## src/rtl/ir_pkg.sv

```systemverilog
// Shared types and defaults for the IR packet transmitter.
// Shadow timing fields are IR_SIZE_W / IR_DIV_W wide; widen these to support larger SIZE_W / DIV_W.
package ir_pkg;

    localparam int IR_SIZE_W = 8;
    localparam int IR_DIV_W  = 16;

    // Default car timing: ~38 kHz carrier from a 50 MHz clock
    localparam logic [IR_DIV_W-1:0]  IR_DEF_DIV_MAX       = 16'd657;
    localparam logic [IR_SIZE_W-1:0] IR_DEF_START_SIZE    = 8'd96;
    localparam logic [IR_SIZE_W-1:0] IR_DEF_SELECT_SIZE   = 8'd48;
    localparam logic [IR_SIZE_W-1:0] IR_DEF_GAP_SIZE      = 8'd24;
    localparam logic [IR_SIZE_W-1:0] IR_DEF_ASSERT_SIZE   = 8'd48;
    localparam logic [IR_SIZE_W-1:0] IR_DEF_DEASSERT_SIZE = 8'd24;
    localparam logic [IR_SIZE_W-1:0] IR_DEF_HOLD_SIZE     = 8'd200;

    typedef enum logic [1:0] {
        ST_IDLE  = 2'd0,
        ST_MARK  = 2'd1,
        ST_SPACE = 2'd2,
        ST_HOLD  = 2'd3
    } ir_state_t;

    typedef struct packed {
        logic [IR_DIV_W-1:0]  div_max;
        logic [IR_SIZE_W-1:0] start_size;
        logic [IR_SIZE_W-1:0] select_size;
        logic [IR_SIZE_W-1:0] gap_size;
        logic [IR_SIZE_W-1:0] assert_size;
        logic [IR_SIZE_W-1:0] deassert_size;
        logic [IR_SIZE_W-1:0] hold_size;
    } ir_timing_t;

    // Period count at which a segment of the given size ends; size 0 behaves as 1.
    function automatic logic [IR_SIZE_W-1:0] seg_last(input logic [IR_SIZE_W-1:0] size);
        return (size == '0) ? '0 : size - IR_SIZE_W'(1);
    endfunction

endpackage

```

## src/rtl/ir_carrier_gen.sv

```systemverilog
// Carrier divider: toggles the carrier every div_max+1 cycles while enabled.
// period_end flags the edge where the carrier rises again (end of one full period).
module ir_carrier_gen
    import ir_pkg::*;
#(
    parameter int DIV_W = IR_DIV_W
) (
    input  logic             CLK,
    input  logic             RESET,
    input  logic             en,
    input  logic             restart,
    input  logic [DIV_W-1:0] div_max,
    output logic             carrier,
    output logic             wrap,
    output logic             period_end
);

    logic [DIV_W-1:0] div_cnt;
    logic             carrier_nxt;

    assign wrap       = en && (div_cnt == div_max);
    assign period_end = wrap && !carrier;

    always_comb begin
        carrier_nxt = 1'b0;
        if (restart)
            carrier_nxt = 1'b1;
        else if (en)
            carrier_nxt = carrier ^ wrap;
    end

    always_ff @(posedge CLK) begin
        if (RESET) begin
            div_cnt <= '0;
            carrier <= 1'b0;
        end else begin
            if (restart || !en || wrap)
                div_cnt <= '0;
            else
                div_cnt <= div_cnt + DIV_W'(1);
            carrier <= carrier_nxt;
        end
    end

endmodule

```

## src/rtl/ir_packet_tx.sv

```systemverilog
// IR packet transmitter: start, select and CMD_LEN command-bit bursts, each followed by a gap,
// with SEND/BUSY/DONE handshake and optional auto-repeat after a programmable hold.
module ir_packet_tx
    import ir_pkg::*;
#(
    parameter int CMD_LEN = 4,
    parameter int SIZE_W  = IR_SIZE_W,
    parameter int DIV_W   = IR_DIV_W
) (
    input  logic               CLK,
    input  logic               RESET,
    input  logic               SEND,
    input  logic [CMD_LEN-1:0] COMMAND,
    input  logic [DIV_W-1:0]   DIV_MAX,
    input  logic [SIZE_W-1:0]  START_SIZE,
    input  logic [SIZE_W-1:0]  SELECT_SIZE,
    input  logic [SIZE_W-1:0]  GAP_SIZE,
    input  logic [SIZE_W-1:0]  ASSERT_SIZE,
    input  logic [SIZE_W-1:0]  DEASSERT_SIZE,
    input  logic               REPEAT_EN,
    input  logic [SIZE_W-1:0]  HOLD_SIZE,
    output logic               BUSY,
    output logic               DONE,
    output logic               IR_LED
);

    localparam int              SEG_W    = $clog2(CMD_LEN + 2);
    localparam logic [SEG_W-1:0] SEG_LAST = SEG_W'(CMD_LEN + 1);

    ir_state_t            state, state_nxt;
    logic [SEG_W-1:0]     seg, seg_nxt;
    logic [IR_SIZE_W-1:0] pcnt, pcnt_nxt, size_cur;
    ir_timing_t           tm;
    logic [CMD_LEN-1:0]   cmd_sh;
    logic                 load, restart, done_nxt, cur_bit, seg_done, led_nxt;
    logic                 carrier, wrap, period_end;

    assign BUSY = (state != ST_IDLE);

    ir_carrier_gen #(.DIV_W(IR_DIV_W)) u_carrier (
        .CLK        (CLK),
        .RESET      (RESET),
        .en         (BUSY),
        .restart    (restart),
        .div_max    (tm.div_max),
        .carrier    (carrier),
        .wrap       (wrap),
        .period_end (period_end)
    );

    always_comb begin
        cur_bit = 1'b0;
        for (int i = 0; i < CMD_LEN; i++)
            if (seg == SEG_W'(i + 2))
                cur_bit = cmd_sh[i];
    end

    always_comb begin
        size_cur = '0;
        case (state)
            ST_MARK: begin
                if (seg == '0)
                    size_cur = tm.start_size;
                else if (seg == SEG_W'(1))
                    size_cur = tm.select_size;
                else
                    size_cur = cur_bit ? tm.assert_size : tm.deassert_size;
            end
            ST_SPACE: size_cur = tm.gap_size;
            ST_HOLD:  size_cur = tm.hold_size;
            default:  size_cur = '0;
        endcase
    end

    // Segments only ever end on a carrier period boundary
    assign seg_done = period_end && (pcnt == seg_last(size_cur));

    always_comb begin
        state_nxt = state;
        seg_nxt   = seg;
        pcnt_nxt  = period_end ? pcnt + IR_SIZE_W'(1) : pcnt;
        load      = 1'b0;
        restart   = 1'b0;
        done_nxt  = 1'b0;
        case (state)
            ST_IDLE: begin
                pcnt_nxt = '0;
                if (SEND) begin
                    load      = 1'b1;
                    restart   = 1'b1;
                    seg_nxt   = '0;
                    state_nxt = ST_MARK;
                end
            end
            ST_MARK: begin
                if (seg_done) begin
                    pcnt_nxt  = '0;
                    state_nxt = ST_SPACE;
                end
            end
            ST_SPACE: begin
                if (seg_done) begin
                    pcnt_nxt = '0;
                    if (seg != SEG_LAST) begin
                        seg_nxt   = seg + SEG_W'(1);
                        state_nxt = ST_MARK;
                    end else begin
                        done_nxt  = 1'b1;
                        state_nxt = REPEAT_EN ? ST_HOLD : ST_IDLE;
                    end
                end
            end
            ST_HOLD: begin
                if (!REPEAT_EN) begin
                    pcnt_nxt  = '0;
                    state_nxt = ST_IDLE;
                end else if (seg_done) begin
                    pcnt_nxt  = '0;
                    load      = 1'b1;
                    restart   = 1'b1;
                    seg_nxt   = '0;
                    state_nxt = ST_MARK;
                end
            end
            default: state_nxt = ST_IDLE;
        endcase
    end

    // Entering MARK always coincides with a carrier rise (restart or period end)
    assign led_nxt = (state_nxt == ST_MARK) && (restart || (carrier ^ wrap));

    always_ff @(posedge CLK) begin
        if (RESET) begin
            state  <= ST_IDLE;
            seg    <= '0;
            pcnt   <= '0;
            tm     <= '0;
            cmd_sh <= '0;
            DONE   <= 1'b0;
            IR_LED <= 1'b0;
        end else begin
            state  <= state_nxt;
            seg    <= seg_nxt;
            pcnt   <= pcnt_nxt;
            DONE   <= done_nxt;
            IR_LED <= led_nxt;
            if (load) begin
                tm <= '{div_max:       IR_DIV_W'(DIV_MAX),
                        start_size:    IR_SIZE_W'(START_SIZE),
                        select_size:   IR_SIZE_W'(SELECT_SIZE),
                        gap_size:      IR_SIZE_W'(GAP_SIZE),
                        assert_size:   IR_SIZE_W'(ASSERT_SIZE),
                        deassert_size: IR_SIZE_W'(DEASSERT_SIZE),
                        hold_size:     IR_SIZE_W'(HOLD_SIZE)};
                cmd_sh <= COMMAND;
            end
        end
    end

endmodule

```

## config.mk

```make
export PLATFORM = sky130hd
export DESIGN_NAME = ir_packet_tx
export DESIGN_NICKNAME = d
export VERILOG_FILES = /design/src/rtl/ir_pkg.sv /design/src/rtl/ir_carrier_gen.sv /design/src/rtl/ir_packet_tx.sv
export SDC_FILE = /design/constraint.sdc
export NUM_CORES = 1
export LEC_CHECK = 0
export CAP_MARGIN = 25
export CORE_UTILIZATION = 56
export CTS_BUF_LIST = sky130_fd_sc_hd__clkbuf_16
export CTS_CLUSTER_SIZE = 28
export DETAILED_ROUTE_END_ITERATION = 12
export PLACE_DENSITY = 0.8
export SLEW_MARGIN = 20
export SYNTH_ARGS = -nofsm -noshare
export SYNTH_HDL_FRONTEND = slang
export SYNTH_SLANG_ARGS = --single-unit
```

## constraint.sdc

```tcl
create_clock -name CLK -period 5.95 [get_ports CLK]
set_input_delay 1.19 -clock CLK [delete_from_list [all_inputs] [get_ports CLK]]
set_output_delay 1.19 -clock CLK [all_outputs]
set_load 0.01 [all_outputs]
```

# ---- Word level (Yosys, flattened, before mapping)
# Cells that the tools add are included.
dict set report word_totals {
  reg_bits 100
}
dict set report classes {
  n_addsub 4
  n_eq_ne 17
  muxes 34
  n_bitwise 3
  reduce_logical 18
}
# op n
set op_table {}
lappend op_table {{8-bit 2-to-1 mux} 7}
lappend op_table {{8-bit case mux with 3 select lines} 2}
lappend op_table {{16-bit by 1-bit adder with 16-bit output, second input constant} 1}
lappend op_table {{16-bit equality test} 1}
lappend op_table {{3-bit 2-to-1 mux} 5}
lappend op_table {{2-bit 2-to-1 mux} 7}
lappend op_table {{1-bit 2-to-1 mux} 10}
lappend op_table {{2-bit != test, second input constant} 5}
lappend op_table {{3-bit case mux with 3 select lines} 1}
lappend op_table {{8-bit by 1-bit adder with 8-bit output, second input constant} 1}
lappend op_table {{8-bit equality test} 1}
lappend op_table {{8-bit logical NOT} 1}
lappend op_table {{2-bit case mux with 4 select lines} 1}
lappend op_table {{8-bit by 1-bit subtractor with 8-bit output, second input constant} 1}
lappend op_table {{3-bit by 2-bit equality test with 1-bit output, second input constant} 2}
lappend op_table {{3-bit equality test, second input constant} 2}
lappend op_table {{6-bit AND reduction} 1}
lappend op_table {{2-bit by 1-bit equality test with 1-bit output, second input constant} 2}
lappend op_table {{2-bit equality test, second input constant} 2}
lappend op_table {{1-bit logical AND} 4}
lappend op_table {{2-bit OR reduction} 2}
lappend op_table {{3-bit by 1-bit adder with 3-bit output, second input constant} 1}
lappend op_table {{3-bit by 1-bit equality test with 1-bit output, second input constant} 1}
lappend op_table {{3-bit logical NOT} 1}
lappend op_table {{other kinds (10)} 14}

# ---- Longest topological paths before layout
dict set report logic_depth {
  ltp_word 19
  mapped_depth 21
}

# ---- Modules after synthesis
# Synthesis repeated with hierarchy kept, for this count alone.
dict set report hier_totals {
  hier_cells 602
  area_unflattened_um2 5401.4
}
# mod instances cells_per_inst area_per_inst_um2
set modules_own_cells {}
lappend modules_own_cells {ir_packet_tx 1 497 4496.8}
lappend modules_own_cells {ir_carrier_gen 1 105 904.6}

# ---- Worst setup path after synthesis
# OpenSTA, ideal clock, no wires.
dict set report synth_path {
  kind {register to register}
  startpoint {register seg[2]}
  endpoint {register tm[62] (netlist name)}
  setup_time_ns 0.132
  t_arrival_ns 4.363
  required_time_ns 5.818
  setup_slack_ns 1.455
  path_stages_with_launch 22
  path_buffers 5
  path_cell_list {dfxtp_1 > buf_2 > clkbuf_1 > inv_1 > ha_1 > and2_1 > a221o_1 > buf_2 > a31o_2 > o21ai_1 > ha_1 > nand2_1 > o41ai_1 > nor2b_1 > xnor2_1 > a31oi_1 > a211oi_1 > nand4_1 > buf_4 > buf_1 > nand3_1 > a21oi_1}
}
dict set report synth_via {
  elab_chain_cells 16
  elab_cells_between_ends 22
  classes_between {add/sub: 1; eq/ne: 6; mux: 12; reduce/logical: 3}
}
# element line
set synth_lines {}
lappend synth_lines {{from (decl)} ir_packet_tx.sv:31} ;# logic [SEG_W-1:0] seg, seg_nxt;
lappend synth_lines {{from (signal assigned)} ir_packet_tx.sv:143} ;# seg <= seg_nxt;
lappend synth_lines {{3-bit by 2-bit equality test with 1-bit output} ir_packet_tx.sv:54} ;# if (seg == SEG_W'(i + 2))
lappend synth_lines {{1-bit 2-to-1 mux (4 in a row)} ir_packet_tx.sv:54}
lappend synth_lines {{8-bit 2-to-1 mux} ir_packet_tx.sv:67} ;# size_cur = cur_bit ? tm.assert_size : tm.deassert_size;
lappend synth_lines {{8-bit 2-to-1 mux} ir_packet_tx.sv:64} ;# else if (seg == SEG_W'(1))
lappend synth_lines {{8-bit 2-to-1 mux *} ir_packet_tx.sv:62} ;# if (seg == '0)
lappend synth_lines {{8-bit case mux with 3 select lines *} ir_packet_tx.sv:60} ;# case (state)
lappend synth_lines {{8-bit by 1-bit subtractor with 8-bit output or 8-bit logical NOT (tied branches)} ir_pkg.sv:36} ;# return (size == '0) ? '0 : size - IR_SIZE_W'(1);
lappend synth_lines {{8-bit 2-to-1 mux *} ir_pkg.sv:36}
lappend synth_lines {{8-bit equality test *} ir_packet_tx.sv:76} ;# assign seg_done = period_end && (pcnt == seg_last(size_cur));
lappend synth_lines {{1-bit logical AND *} ir_packet_tx.sv:76}
lappend synth_lines {{1-bit 2-to-1 mux *} ir_packet_tx.sv:117} ;# end else if (seg_done) begin
lappend synth_lines {{1-bit 2-to-1 mux *} ir_packet_tx.sv:114} ;# if (!REPEAT_EN) begin
lappend synth_lines {{1-bit case mux with 2 select lines *} ir_packet_tx.sv:85} ;# case (state)
lappend synth_lines {{to (signal assigned)} ir_packet_tx.sv:148} ;# tm <= '{div_max: IR_DIV_W'(DIV_MAX),
lappend synth_lines {{to (decl)} ir_packet_tx.sv:33} ;# ir_timing_t tm;
# Every way passes the cells marked *; elsewhere a longest branch is shown, timed or not.
# A chain may end at the register's enable or synchronous reset.

# ---- Final worst setup path
dict set report layout_path {
  startpoint {register seg[2]}
  endpoint {register tm[55] (netlist name)}
}
# The elaborated chain is that of the path after synthesis.

==> results.md <==
| Item | Value |
| --- | --- |
| Total non-filler cell area in the finished layout | 0.007041 sq mm |
| Top-area cell type share of the netlist area | 33.35% |
| Vias per std cell | 6.144 |
| Count of max-cap constraint violations | 0 |
| Final core utilization | 67.89% |
| Combined global-route utilization of all metal layers | 28.08% |
| Endpoint required time on the critical path | 6230 ps |
| Final antenna diode count | 0 |
| Period Utilization, post-route | 90.33% |
| Primary FF master, synth | sky130_fd_sc_hd__dfxtp_1 |
| Sort of element at the start of the critical path | flop |
| Post-Route Skew | 8.796 ps |
| CTS-repair resized insts | 0 |
| Critical Path Sink Type | flop |
| Syn Inst Count | 717 |
| Total cell area at the placement stage | 0.006706 sq mm |
| Fraction of final layout cells sized beyond drive strength 1 | 5.937% |
| Die area | 0.01114 sq mm |
| Peak supply drop | 0.1455 mV |
| Post-CTS repair timing setup buffer count | 0 |
| Post-Syn Area per Cell | 8.371 sq um |
| Wire length after detailed routing | 15540 microns |
| Wire per inst | 17.38 microns |
| Pre-Repair DR Iteration Count | 5 |
| Largest family of logic cells by synthesized area | compound AO/OA/AOI/OAI gates |
| Count of flip-flops with a built-in enable after synthesis | 0 |
| Clock-pin slew on the worst setup and hold paths | 70 ps |
| Final critical-path required period | 5374 ps |
| Leakage power total | 2.657 nW |
| Boundary Pins | 75 |
| Register bit count reported by yosys | 100 |
| Distinct cells, synth | 74 |
| Worst Path Class, Setup | flop to flop |
| Pin slew with the least headroom to its limit | 1028 ps |
| Max transition margin | 31.44% |
| Wire length of the first global-routing pass | 24780 microns |
| Die extent in y | 105.5 microns |
| Share of the synthesized netlist area taken by xor and xnor gates | 5.983% |
| Simple-gate portion of the synthesized area | 19.93% |
| Pin count of the biggest net entering global routing | 110 |
| Detail Placement HPWL | 10890 microns |
| Number of CTS-inserted buffers | 9 |
| Count of placed standard cells in the final layout, fillers left out | 894 |
| Number of core rows | 37 |
| Reg2Reg Setup Slack | 580 ps |
| Number of design rule violations left after detail routing | 0 |
| CTS Hold Buffers Added | 0 |
| Multiplexer share of the synthesized area | 0.5212% |
| Sequential area share after synthesis | 33.35% |
| IO buf count | 74 |
| GPL Wtd Cong | 0.9434 |
| Commonest cells in the netlist | sky130_fd_sc_hd__dfxtp_1 (100), sky130_fd_sc_hd__a21oi_1 (90), sky130_fd_sc_hd__nand3_1 (88), sky130_fd_sc_hd__a21bo_1 (68), sky130_fd_sc_hd__nor2_1 (53) |
| Critical path fanouts, max | 89 |
| Total power per unit cell area | 274.1 mW/mm^2 |
| Library cell with the highest instance count after synthesis | sky130_fd_sc_hd__dfxtp_1 |
| Initial antenna violation count | 0 |
| Syn Nets | 804 |
| Adder and majority cell fraction of the synthesized area | 3.127% |
| Fill cells | 877 |
| Power Total | 1.930 mW |
| CP Data Arrival Time | 5650 ps |
| Main area contributors after synthesis | sky130_fd_sc_hd__dfxtp_1 (33%), sky130_fd_sc_hd__a21bo_1 (11%), sky130_fd_sc_hd__a21oi_1 (7.5%) |
| Area occupied by multi-input gates | 0.003662 sq mm |
| Area growth, synth to finish | 17.30% |
| Post-synthesis compound-gate area fraction | 31.46% |
| Die Width | 105.5 microns |
| Async set-or-reset flop fraction in the synthesized netlist | 0% |
| Starting Density | 57.88% |
| Max Fclk | 186.1 MHz |
| Area leader, netlist | sky130_fd_sc_hd__dfxtp_1 |
| Clk_lat worst skew | 360 ps |
| Cell count after placement | 878 |
| Via total after detailed routing | 5493 |
| Max clock buf depth | 2 |
| Final sum of negative setup slack | 0 ps |
| Gr ovfl total | 0 |
| Final setup viols | 0 |
| Number of levels in the clock H-tree | 3 |
| Total Nets Final | 840 |
| Vias in the first global route | 5171 |
| Number of warnings reported in the yosys synthesis log | 0 |
| Initial detailed-routing violation count | 307 |
| Master cell of the clock root buffer | sky130_fd_sc_hd__clkbuf_16 |
| Antenna-violating nets left | 0 |
| Number of pins with negative max-slew slack in the final report | 0 |
| Synth Cell Area | 0.006002 sq mm |
| Core Box Area | 0.01037 sq mm |
| Footprint of the flip-flops and latches | 0.002002 sq mm |
| Clock tree from TritonCTS | done |
| Unrepaired setup endpoints after global routing | false |
| Outcome | finished clean |
| Tightest Hold Check Type | flop to flop |
| Count of clock tree sinks | 100 |
| Hold Fails Final Rpt | 0 |
layout make-up:
| type | count | share of cell area [%] |
|---|---|---|
| Clock buffer | 9 | 3.199 |
| Clock inverter | 7 | 1.546 |
| Inverter | 15 | 0.7997 |
| Multi-Input combinational cell | 544 | 52.02 |
| Tap cell | 136 | 2.417 |
| Sequential cell | 100 | 28.43 |
| Timing Repair Buffer | 83 | 11.59 |
layer usage:
metal	track usage, %	share of wire, %	wire length [microns]
met2	47.79	48	7393
met3	4.886	5.6	864
met1	35.49	45	6990
met4	10.42	1.9	293
met5	0	0	0
registers in the layout (all words and copies together) (netlist names):
name and flops:
tm 64, u_carrier.div_cnt 16, pcnt 8, cmd_sh 4, seg 3, state 2
DONE 1, IR_LED 1, u_carrier.carrier 1
cells in the final DEF (no fill, tap or decap), types with 8 or more instances in the layout:
master / count
sky130_fd_sc_hd__nand3_1: 88
sky130_fd_sc_hd__nor2_1: 53
sky130_fd_sc_hd__a21bo_1: 68
sky130_fd_sc_hd__a21oi_1: 90
sky130_fd_sc_hd__dfxtp_1: 100
sky130_fd_sc_hd__nand2_1: 22
sky130_fd_sc_hd__clkdlybuf4s50_1: 73
sky130_fd_sc_hd__xnor2_1: 12
sky130_fd_sc_hd__buf_4: 8
sky130_fd_sc_hd__ha_1: 15
sky130_fd_sc_hd__and3_1: 8
sky130_fd_sc_hd__xor2_1: 29
sky130_fd_sc_hd__inv_1: 14
sky130_fd_sc_hd__clkbuf_16: 9
sky130_fd_sc_hd__o21ai_0: 23
where the power goes:
part | internal [mW] | leakage [nW] | switching (mW)
Sequential | 0.739 | 0.815 | 0.0520
Clock | 0.376 | 0.161 | 0.283
Combinational | 0.215 | 1.68 | 0.266
stage by stage:
step | setup WS [ps] | hold slack (ps)
after floorplan | 1455 | 442.8
after global placement | 1036 | 456.3
after detailed placement | 725.6 | 459.4
after CTS | 694.7 | 469.3
after global routing | 197.0 | 489.8
final | 575.6 | 466.5
final timing paths:
path	start	endpoint	depth (start not counted)
max	seg[2]$_SDFFE_PP0P_	tm[55]$_SDFFE_PP0P_	17
min reg2reg	tm[9]$_SDFFE_PP0P_	tm[9]$_SDFFE_PP0P_	2
max reg2reg	seg[2]$_SDFFE_PP0P_	tm[55]$_SDFFE_PP0P_	17
min	tm[9]$_SDFFE_PP0P_	tm[9]$_SDFFE_PP0P_	2
worst max-delay path: stages, from the launching register on:
cell                       delay [ps]
sky130_fd_sc_hd__dfxtp_1          800
sky130_fd_sc_hd__inv_1            110
sky130_fd_sc_hd__ha_1             240
sky130_fd_sc_hd__nor4bb_1         440
sky130_fd_sc_hd__a221o_1          460
sky130_fd_sc_hd__a21boi_0         200
sky130_fd_sc_hd__o21ai_1          410
sky130_fd_sc_hd__ha_1             270
sky130_fd_sc_hd__nand2_1           60
sky130_fd_sc_hd__o41ai_1          480
sky130_fd_sc_hd__nor2b_1          260
sky130_fd_sc_hd__xnor2_1          140
sky130_fd_sc_hd__a31oi_1          130
sky130_fd_sc_hd__a211oi_1         340
sky130_fd_sc_hd__nand4_1          280
sky130_fd_sc_hd__buf_12           300
sky130_fd_sc_hd__a21bo_1          210
sky130_fd_sc_hd__a21oi_1          130
kinds of logic after synthesis:
kind of cell             Yosys count
adder cells (fa/ha/maj)           15
flip-flops                       100
buffers and inverters             73
AND/OR/NAND/NOR                  232
multiplexers                       3
AO/OA/AOI/OAI                    253
XOR/XNOR                          41
Power figures use the tool's default switching activity.
